## src/rtl/jtag_tap_top.sv

```systemverilog
// IEEE 1149.1 TAP controller with 5-bit instruction decode, internal IDCODE/BYPASS
// registers and a gated clock/data path that streams the bitstream to the PMU.
module jtag_tap_top #(
  parameter logic [31:0] IDCODE_VALUE = 32'h1000_0001,
  parameter int unsigned IR_W         = 5
) (
  input  logic tck_i,
  input  logic rst_ni,
  input  logic tms_i,
  input  logic td_i,
  output logic td_o,
  output logic shift_dr_o,
  output logic update_dr_o,
  output logic capture_dr_o,
  output logic memory_sel_o,
  output logic fifo_sel_o,
  output logic confreg_sel_o,
  output logic clk_byp_sel_o,
  output logic observ_sel_o,
  output logic pmu_w_cs_sel_o,
  output logic pmu_wo_cs_sel_o,
  output logic checksum_en,
  output logic pmu_en,
  output logic scan_in_o,
  output logic pmu_tdi_o,
  output logic pmu_tck_o,
  output logic pmu_rst_o,
  input  logic memory_out_i,
  input  logic fifo_out_i,
  input  logic confreg_out_i,
  input  logic clk_byp_out_i,
  input  logic observ_out_i,
  input  logic pmu_tdo_i
);

  localparam logic [IR_W-1:0] OP_IDCODE      = IR_W'(5'b00010);
  localparam logic [IR_W-1:0] OP_REG1        = IR_W'(5'b00100);
  localparam logic [IR_W-1:0] OP_REG2        = IR_W'(5'b00101);
  localparam logic [IR_W-1:0] OP_REG3        = IR_W'(5'b00110);
  localparam logic [IR_W-1:0] OP_REG_CLK_BYP = IR_W'(5'b00111);
  localparam logic [IR_W-1:0] OP_REG_OBSERV  = IR_W'(5'b01000);
  localparam logic [IR_W-1:0] OP_PMU_WO_CS   = IR_W'(5'b11010);
  localparam logic [IR_W-1:0] OP_PMU_W_CS    = IR_W'(5'b11011);
  localparam logic [IR_W-1:0] IR_CAPTURE     = IR_W'(5'b00001);

  typedef enum logic [3:0] {
    ST_TLR, ST_RTI, ST_SEL_DR, ST_CAP_DR, ST_SH_DR, ST_EX1_DR, ST_PAU_DR, ST_EX2_DR,
    ST_UPD_DR, ST_SEL_IR, ST_CAP_IR, ST_SH_IR, ST_EX1_IR, ST_PAU_IR, ST_EX2_IR, ST_UPD_IR
  } tap_state_e;

  tap_state_e        r_state;
  tap_state_e        w_state_nxt;
  logic [IR_W-1:0]   r_ir_sr;
  logic [IR_W-1:0]   r_ir;
  logic [31:0]       r_idcode_sr;
  logic              r_bypass;
  logic              r_tdo;
  logic              r_pmu_clk_en;

  logic w_idc_sel, w_byp_sel, w_mem_sel, w_fifo_sel, w_conf_sel, w_clkb_sel, w_obs_sel;
  logic w_pmu_w_sel, w_pmu_wo_sel, w_dr_tdo, w_pmu_en;

  always_ff @(posedge tck_i or negedge rst_ni) begin
    if (!rst_ni) r_state <= ST_TLR;
    else         r_state <= w_state_nxt;
  end

  always_comb begin
    w_state_nxt = r_state;
    unique case (r_state)
      ST_TLR:    w_state_nxt = tms_i ? ST_TLR    : ST_RTI;
      ST_RTI:    w_state_nxt = tms_i ? ST_SEL_DR : ST_RTI;
      ST_SEL_DR: w_state_nxt = tms_i ? ST_SEL_IR : ST_CAP_DR;
      ST_CAP_DR: w_state_nxt = tms_i ? ST_EX1_DR : ST_SH_DR;
      ST_SH_DR:  w_state_nxt = tms_i ? ST_EX1_DR : ST_SH_DR;
      ST_EX1_DR: w_state_nxt = tms_i ? ST_UPD_DR : ST_PAU_DR;
      ST_PAU_DR: w_state_nxt = tms_i ? ST_EX2_DR : ST_PAU_DR;
      ST_EX2_DR: w_state_nxt = tms_i ? ST_UPD_DR : ST_SH_DR;
      ST_UPD_DR: w_state_nxt = tms_i ? ST_SEL_DR : ST_RTI;
      ST_SEL_IR: w_state_nxt = tms_i ? ST_TLR    : ST_CAP_IR;
      ST_CAP_IR: w_state_nxt = tms_i ? ST_EX1_IR : ST_SH_IR;
      ST_SH_IR:  w_state_nxt = tms_i ? ST_EX1_IR : ST_SH_IR;
      ST_EX1_IR: w_state_nxt = tms_i ? ST_UPD_IR : ST_PAU_IR;
      ST_PAU_IR: w_state_nxt = tms_i ? ST_EX2_IR : ST_PAU_IR;
      ST_EX2_IR: w_state_nxt = tms_i ? ST_UPD_IR : ST_SH_IR;
      ST_UPD_IR: w_state_nxt = tms_i ? ST_SEL_DR : ST_RTI;
      default:   w_state_nxt = ST_TLR;
    endcase
  end

  // Instruction shift register and the latched instruction it feeds.
  always_ff @(posedge tck_i or negedge rst_ni) begin
    if (!rst_ni) begin
      r_ir_sr <= IR_CAPTURE;
      r_ir    <= OP_IDCODE;
    end else begin
      if (r_state == ST_CAP_IR)     r_ir_sr <= IR_CAPTURE;
      else if (r_state == ST_SH_IR) r_ir_sr <= {td_i, r_ir_sr[IR_W-1:1]};
      if (r_state == ST_TLR)        r_ir    <= OP_IDCODE;
      else if (r_state == ST_UPD_IR) r_ir   <= r_ir_sr;
    end
  end

  // Unlisted opcodes (REG6 included) fall through to BYPASS.
  always_comb begin
    w_idc_sel    = 1'b0;
    w_byp_sel    = 1'b0;
    w_mem_sel    = 1'b0;
    w_fifo_sel   = 1'b0;
    w_conf_sel   = 1'b0;
    w_clkb_sel   = 1'b0;
    w_obs_sel    = 1'b0;
    w_pmu_w_sel  = 1'b0;
    w_pmu_wo_sel = 1'b0;
    w_dr_tdo     = r_bypass;
    case (r_ir)
      OP_IDCODE:      begin w_idc_sel    = 1'b1; w_dr_tdo = r_idcode_sr[0]; end
      OP_REG1:        begin w_mem_sel    = 1'b1; w_dr_tdo = memory_out_i;   end
      OP_REG2:        begin w_fifo_sel   = 1'b1; w_dr_tdo = fifo_out_i;     end
      OP_REG3:        begin w_conf_sel   = 1'b1; w_dr_tdo = confreg_out_i;  end
      OP_REG_CLK_BYP: begin w_clkb_sel   = 1'b1; w_dr_tdo = clk_byp_out_i;  end
      OP_REG_OBSERV:  begin w_obs_sel    = 1'b1; w_dr_tdo = observ_out_i;   end
      OP_PMU_W_CS:    begin w_pmu_w_sel  = 1'b1; w_dr_tdo = pmu_tdo_i;      end
      OP_PMU_WO_CS:   begin w_pmu_wo_sel = 1'b1; w_dr_tdo = pmu_tdo_i;      end
      default:        w_byp_sel = 1'b1;
    endcase
  end

  always_ff @(posedge tck_i or negedge rst_ni) begin
    if (!rst_ni) begin
      r_idcode_sr <= IDCODE_VALUE;
      r_bypass    <= 1'b0;
    end else begin
      if (w_idc_sel && r_state == ST_CAP_DR)     r_idcode_sr <= IDCODE_VALUE;
      else if (w_idc_sel && r_state == ST_SH_DR) r_idcode_sr <= {td_i, r_idcode_sr[31:1]};
      if (w_byp_sel && r_state == ST_CAP_DR)     r_bypass <= 1'b0;
      else if (w_byp_sel && r_state == ST_SH_DR) r_bypass <= td_i;
    end
  end

  always_ff @(negedge tck_i or negedge rst_ni) begin
    if (!rst_ni)                r_tdo <= 1'b0;
    else if (r_state == ST_SH_IR) r_tdo <= r_ir_sr[0];
    else if (r_state == ST_SH_DR) r_tdo <= w_dr_tdo;
    else                        r_tdo <= 1'b0;
  end

  // Clock-gate enable only changes while tck is low, so pmu_tck_o never glitches.
  assign w_pmu_en = (w_pmu_w_sel || w_pmu_wo_sel) && (r_state == ST_RTI);

  always_latch begin
    if (!rst_ni)     r_pmu_clk_en <= 1'b0;
    else if (!tck_i) r_pmu_clk_en <= w_pmu_en;
  end

  assign td_o            = r_tdo;
  assign shift_dr_o      = (r_state == ST_SH_DR);
  assign update_dr_o     = (r_state == ST_UPD_DR);
  assign capture_dr_o    = (r_state == ST_CAP_DR);
  assign memory_sel_o    = w_mem_sel;
  assign fifo_sel_o      = w_fifo_sel;
  assign confreg_sel_o   = w_conf_sel;
  assign clk_byp_sel_o   = w_clkb_sel;
  assign observ_sel_o    = w_obs_sel;
  assign pmu_w_cs_sel_o  = w_pmu_w_sel;
  assign pmu_wo_cs_sel_o = w_pmu_wo_sel;
  assign checksum_en     = w_pmu_w_sel;
  assign pmu_en          = w_pmu_en;
  assign scan_in_o       = td_i;
  assign pmu_tdi_o       = w_pmu_en & td_i;
  assign pmu_tck_o       = tck_i & r_pmu_clk_en;
  assign pmu_rst_o       = rst_ni & (r_state != ST_TLR);

endmodule

```

## config.mk

```make
export PLATFORM = sky130hd
export DESIGN_NAME = jtag_tap_top
export DESIGN_NICKNAME = d
export VERILOG_FILES = /design/src/rtl/jtag_tap_top.sv
export SDC_FILE = /design/constraint.sdc
export NUM_CORES = 1
export LEC_CHECK = 0
export ABC_AREA = 1
export CORE_UTILIZATION = 46
export DETAILED_ROUTE_END_ITERATION = 7
export PLACE_DENSITY = 0.67
export SYNTH_ARGS = -nofsm -noshare
export SYNTH_HDL_FRONTEND = slang
export SYNTH_SLANG_ARGS = --single-unit
```

## constraint.sdc

```tcl
create_clock -name tck_i -period 2.2 [get_ports tck_i]
set_clock_uncertainty 0.15 [all_clocks]
set_input_delay 0.33 -clock tck_i [delete_from_list [all_inputs] [get_ports tck_i]]
set_output_delay 0.33 -clock tck_i [all_outputs]
set_load 0.01 [all_outputs]
```

After elaboration in Yosys (flattened, before gate mapping)
Cells that the tools add are included.
{"block": "classes", "muxes": 37, "eq_ne": 23, "reduce_logical": 17, "bitwise": 3}
{"operator": "$mux 32", "n": 2}
{"operator": "$pmux 4 s12", "n": 1}
{"operator": "$eq 4x4->1 const B", "n": 8}
{"operator": "$eq 5x3->1 const B", "n": 4}
{"operator": "$mux 1", "n": 20}
{"operator": "$mux 5", "n": 4}
{"operator": "$eq 4x3->1 const B", "n": 4}
{"operator": "$mux 4", "n": 4}
{"operator": "$eq 5x5->1 const B", "n": 2}
{"operator": "$eq 4x2->1 const B", "n": 2}
{"operator": "$reduce_bool 2->1", "n": 4}
{"operator": "$reduce_or 8->1", "n": 1}
{"operator": "$pmux 1 s7", "n": 1}
{"operator": "$mux 2", "n": 3}
{"operator": "$mux 3", "n": 2}
{"operator": "$reduce_or 2->1", "n": 3}
{"operator": "$eq 5x2->1 const B", "n": 1}
{"operator": "$eq 5x4->1 const B", "n": 1}
{"operator": "$logic_and 1x1->1", "n": 5}
{"operator": "$eq 4x1->1 const B", "n": 1}
{"operator": "$logic_not 4->1", "n": 1}
{"operator": "$reduce_bool 4->1", "n": 1}
{"operator": "$and 1x1->1", "n": 3}
{"operator": "$reduce_or 3->1", "n": 1}
{"operator": "$logic_or 1x1->1", "n": 1}
{"block": "totals", "latchBits": 1, "input_bits": 10, "out_inout_bits": 17, "ff_bits": 48}

Depth between registers and ports, before layout
{"block": "logic_depth", "word_depth": 6, "ltp_mapped": 10}

==> summary.txt <==
===============================================================================================
Synth warnings                                                                                0
Largest family of logic cells by synthesized area                                  simple AND/OR/NAND/NOR gates
Worst Hold End                                                                     r_pmu_clk_en
Minimum setup slack among reg-to-reg paths                                              -370 ps
Worst slack at placement                                                              -444.8 ps
Die outline width                                                                      74.66 um
Post-DP HPWL                                                                            3616 um
Final Hold Fails                                                                              0
Library cell occupying the most area in the post-synthesis netlist                      dfrtp_1
Initial antenna violation count                                                               0
Post-synthesis mux area share                                                                0%
Cell count of the worst hold path                                                             3
Final number of max-transition violations                                                     0
Total nets after synthesis                                                                  308
Initial core utilization                                                                 47.55%
Smallest setup slack after layout                                                     -447.8 ps
Synth Area in Compound Gates                                                             14.94%
Failing checks                                                                     negative setup slack
Post-synthesis sequential element count                                                      49
Cell count after synthesis                                                                  298
Maximum VDD drop                                                                      0.6386 mV
Leakage power total                                                                    1.653 nW
Pin count of the biggest net entering global routing                                         49
Max-cap violations                                                                            0
Share of power burned in the clock network                                                25.1%
Placeable core area                                                                    5107 um2
Launch point of the worst hold path                                                      rst_ni
Cell internal pwr                                                                    0.002301 W
Setup repair after global routing missed its margin                                         yes
Post-layout total power                                                              0.003653 W
Post-route DRC violation count                                                                0
Adder and majority cell fraction of the synthesized area                                     0%
Startpoint type of the worst setup path                                                   latch
Detailed router's first-iteration violation count                                           130
Post-DR wirelength/cell                                                                11.95 um
Portion of total power attributed to combinational logic                                  41.1%
Cell-by-cell listing of the critical path                                          dlxtp_1 > nand2_1 > inv_1 > buf_2
Parity-gate share of the synthesized area counting xor and xnor cells                        0%
Most frequently used cell type in the post-synthesis netlist                            nand2_1
Nets                                                                                        383
Number of placed I/O pins                                                                    27
Tightest slew margin relative to the limit                                               60.30%
Synthesized area                                                                       2429 um2
Avg Cell Area, Syn                                                                    8.150 um2
Required arrival time at the worst endpoint                                             1720 ps
Number of global-route vias before repair                                                  2038
Number of enable-type register cells in the synthesized netlist                               0
Worst path max stage delay                                                               330 ps
Setup CP Type                                                                      latch -> out
Routed via count divided by cell count                                                    4.851
Type of the most critical hold path                                                 in -> latch
Depth of the most critical reg-to-reg path                                                    8
Final Core Density                                                                       63.84%
Pwr/cell area                                                                       1120 nW/um2
Critical-path maximum fanout                                                                  1
Total number of vias                                                                       2154
Die height                                                                             74.66 um
Routability Congestion                                                                   0.8471
Final count of negative-setup-slack endpoints                                                 5
DRT Wirelength                                                                          5304 um
Syn-to-layout area delta                                                                 34.26%
Overall Global Routing Usage                                                             21.95%
Netlist cell types                                                                           32
Standard-cell rows                                                                           26
Worst path arrival time                                                                 2170 ps
Pre-Repair DR Iteration Count                                                                 4
Actual transition at the worst max-transition pin                                      595.5 ps
Reg2Reg Capture Point                                                                      td_o
Top cells by area in the synthesized netlist                                       dfrtp_1 (44%), nand2_1 (14%), o21ai_2 (6.5%)
Total of buffers placed on input and output ports                                            26
Die area                                                                               5574 um2
Slowest CP cell                                                                         dlxtp_1
Net switching component of the power                                                 0.001352 W
Switching Share                                                                          37.01%
Commonest cells in the netlist                                                     nand2_1 (90), dfrtp_1 (43), inv_1 (38)
Category of the worst setup path capture point                                     primary output
Area share of and/or/nand/nor cells after synthesis                                      24.52%
Clock tree from TritonCTS                                                                 built
R2r startpoint                                                                          r_ir[1]
Fraction of layout cells with a size suffix above 1                                      29.68%
Clk Latency, worst-skew pair                                                             400 ps
Post-synth top flop                                                                     dfrtp_1
Sequential cell fraction of total power                                                   33.8%
Clock input transition at the sequential cells of the worst setup and hold paths          40 ps
Share of flip-flops with an asynchronous set or reset                                    97.96%
Antenna-violating nets left                                                                   0
Number of diodes                                                                              0
Run status                                                                         complete, but fails checks
Global-route wire length before repair                                                  8894 um
Synth top area share                                                                     44.31%
Overall overflow remaining after global route                                                 0
===============================================================================================
## power by group through the flow
stage | sequential [W] | clock (W) | combinational [W]
final | 0.00123 | 0.000917 | 0.00150
after global routing | 0.00126 | 0.000987 | 0.00169
after CTS | 0.00123 | 0.000937 | 0.00149
after detailed placement | 0.00124 | 0.00000375 | 0.00144
after global placement | 0.00124 | 0.00000375 | 0.00144
after floorplan | 0.00125 | 0.00000376 | 0.000979
## flip-flops by register name (all words and copies together), names as in the netlist
register / cells
td_o: 1
r_bypass: 1
r_state: 4
r_ir: 5
r_idcode_sr: 32
r_pmu_clk_en: 1
r_ir_sr: 5
## layout make-up
cell class	count	area, um2
clock buffer	12	156.4
clock inverter	3	42.54
fill	475	1847
inverter	41	160.2
multi-input combinational	196	1006
sequential	49	1221
tap	70	87.58
timing repair buffer	73	586.8
## metrics by stage
| step | hold WS, ps | setup TNS [ps] | cell area (um2) | cells |
|---|---|---|---|---|
| 3_3_place_gp | -431.3 | -1175 | 3004 | 423 |
| 3_5_place_dp | -432.8 | -1330 | 3004 | 423 |
| 5_1_grt | 111.3 | -1551 | 3261 | 444 |
| 6_report | 118.6 | -1169 | 3261 | 444 |
| 2_1_floorplan | -920.0 | -244.2 | 2436 | 298 |
| 4_1_cts | 92.75 | -1187 | 3241 | 442 |
## placed cells by master (no fill, tap or decap), types with 9 or more instances in the layout
master	Yosys	final
nand3_1	11	10
dfrtp_1	43	43
inv_1	38	35
nand2_1	90	89
o22ai_1	9	9
nor2_1	23	17
clkbuf_8	0	11
clkdlybuf4s50_1	0	9
o21ai_0	12	12
buf_4	2	43
o21ai_1	10	10
o21ai_2	18	18
## routing by layer
metal | up-vias | wire [um] | global-route usage, %
li1 | 1102 | - | -
met1 | 997 | 2490 | 26.99
met2 | 44 | 2498 | 34.13
met3 | 11 | 183 | 7.363
met4 | 0 | 131 | 12.16
met5 | - | 0 | 0
## logic make-up (layout without fill, tap and decap cells)
| family | Yosys count | in the layout |
|---|---|---|
| DFF | 48 | 48 |
| and+or+nand+nor | 141 | 141 |
| latches | 1 | 1 |
| AOI/OAI and AO/OA | 55 | 55 |
| buffers and inverters | 53 | 129 |
## worst max path at each step
stage                       startpoint        end  cells after the start
after floorplan                r_ir[1]       td_o                      7
after global placement    r_pmu_clk_en  pmu_tck_o                      3
after detailed placement  r_pmu_clk_en  pmu_tck_o                      3
after CTS                 r_pmu_clk_en  pmu_tck_o                      4
after global routing      r_pmu_clk_en  pmu_tck_o                      4
final                     r_pmu_clk_en  pmu_tck_o                      4
## worst max-delay path, delay by kind of cell (launching register included)
kind | cells | cell delay (ps)
latches | 2 | 330
buffers and inverters | 2 | 150
and+or+nand+nor | 1 | 50
## what timing repair did
item | CTS | global route
setup endpoints to repair | 18 | 12
hold buffers | 2 | 0
gates resized for setup | 52 | 5
pin swaps | 5 | 1
setup buffers | 5 | 2
gates cloned | 0 | 0
hold endpoints to repair | 44 | 0
Power figures use the tool's default switching activity.
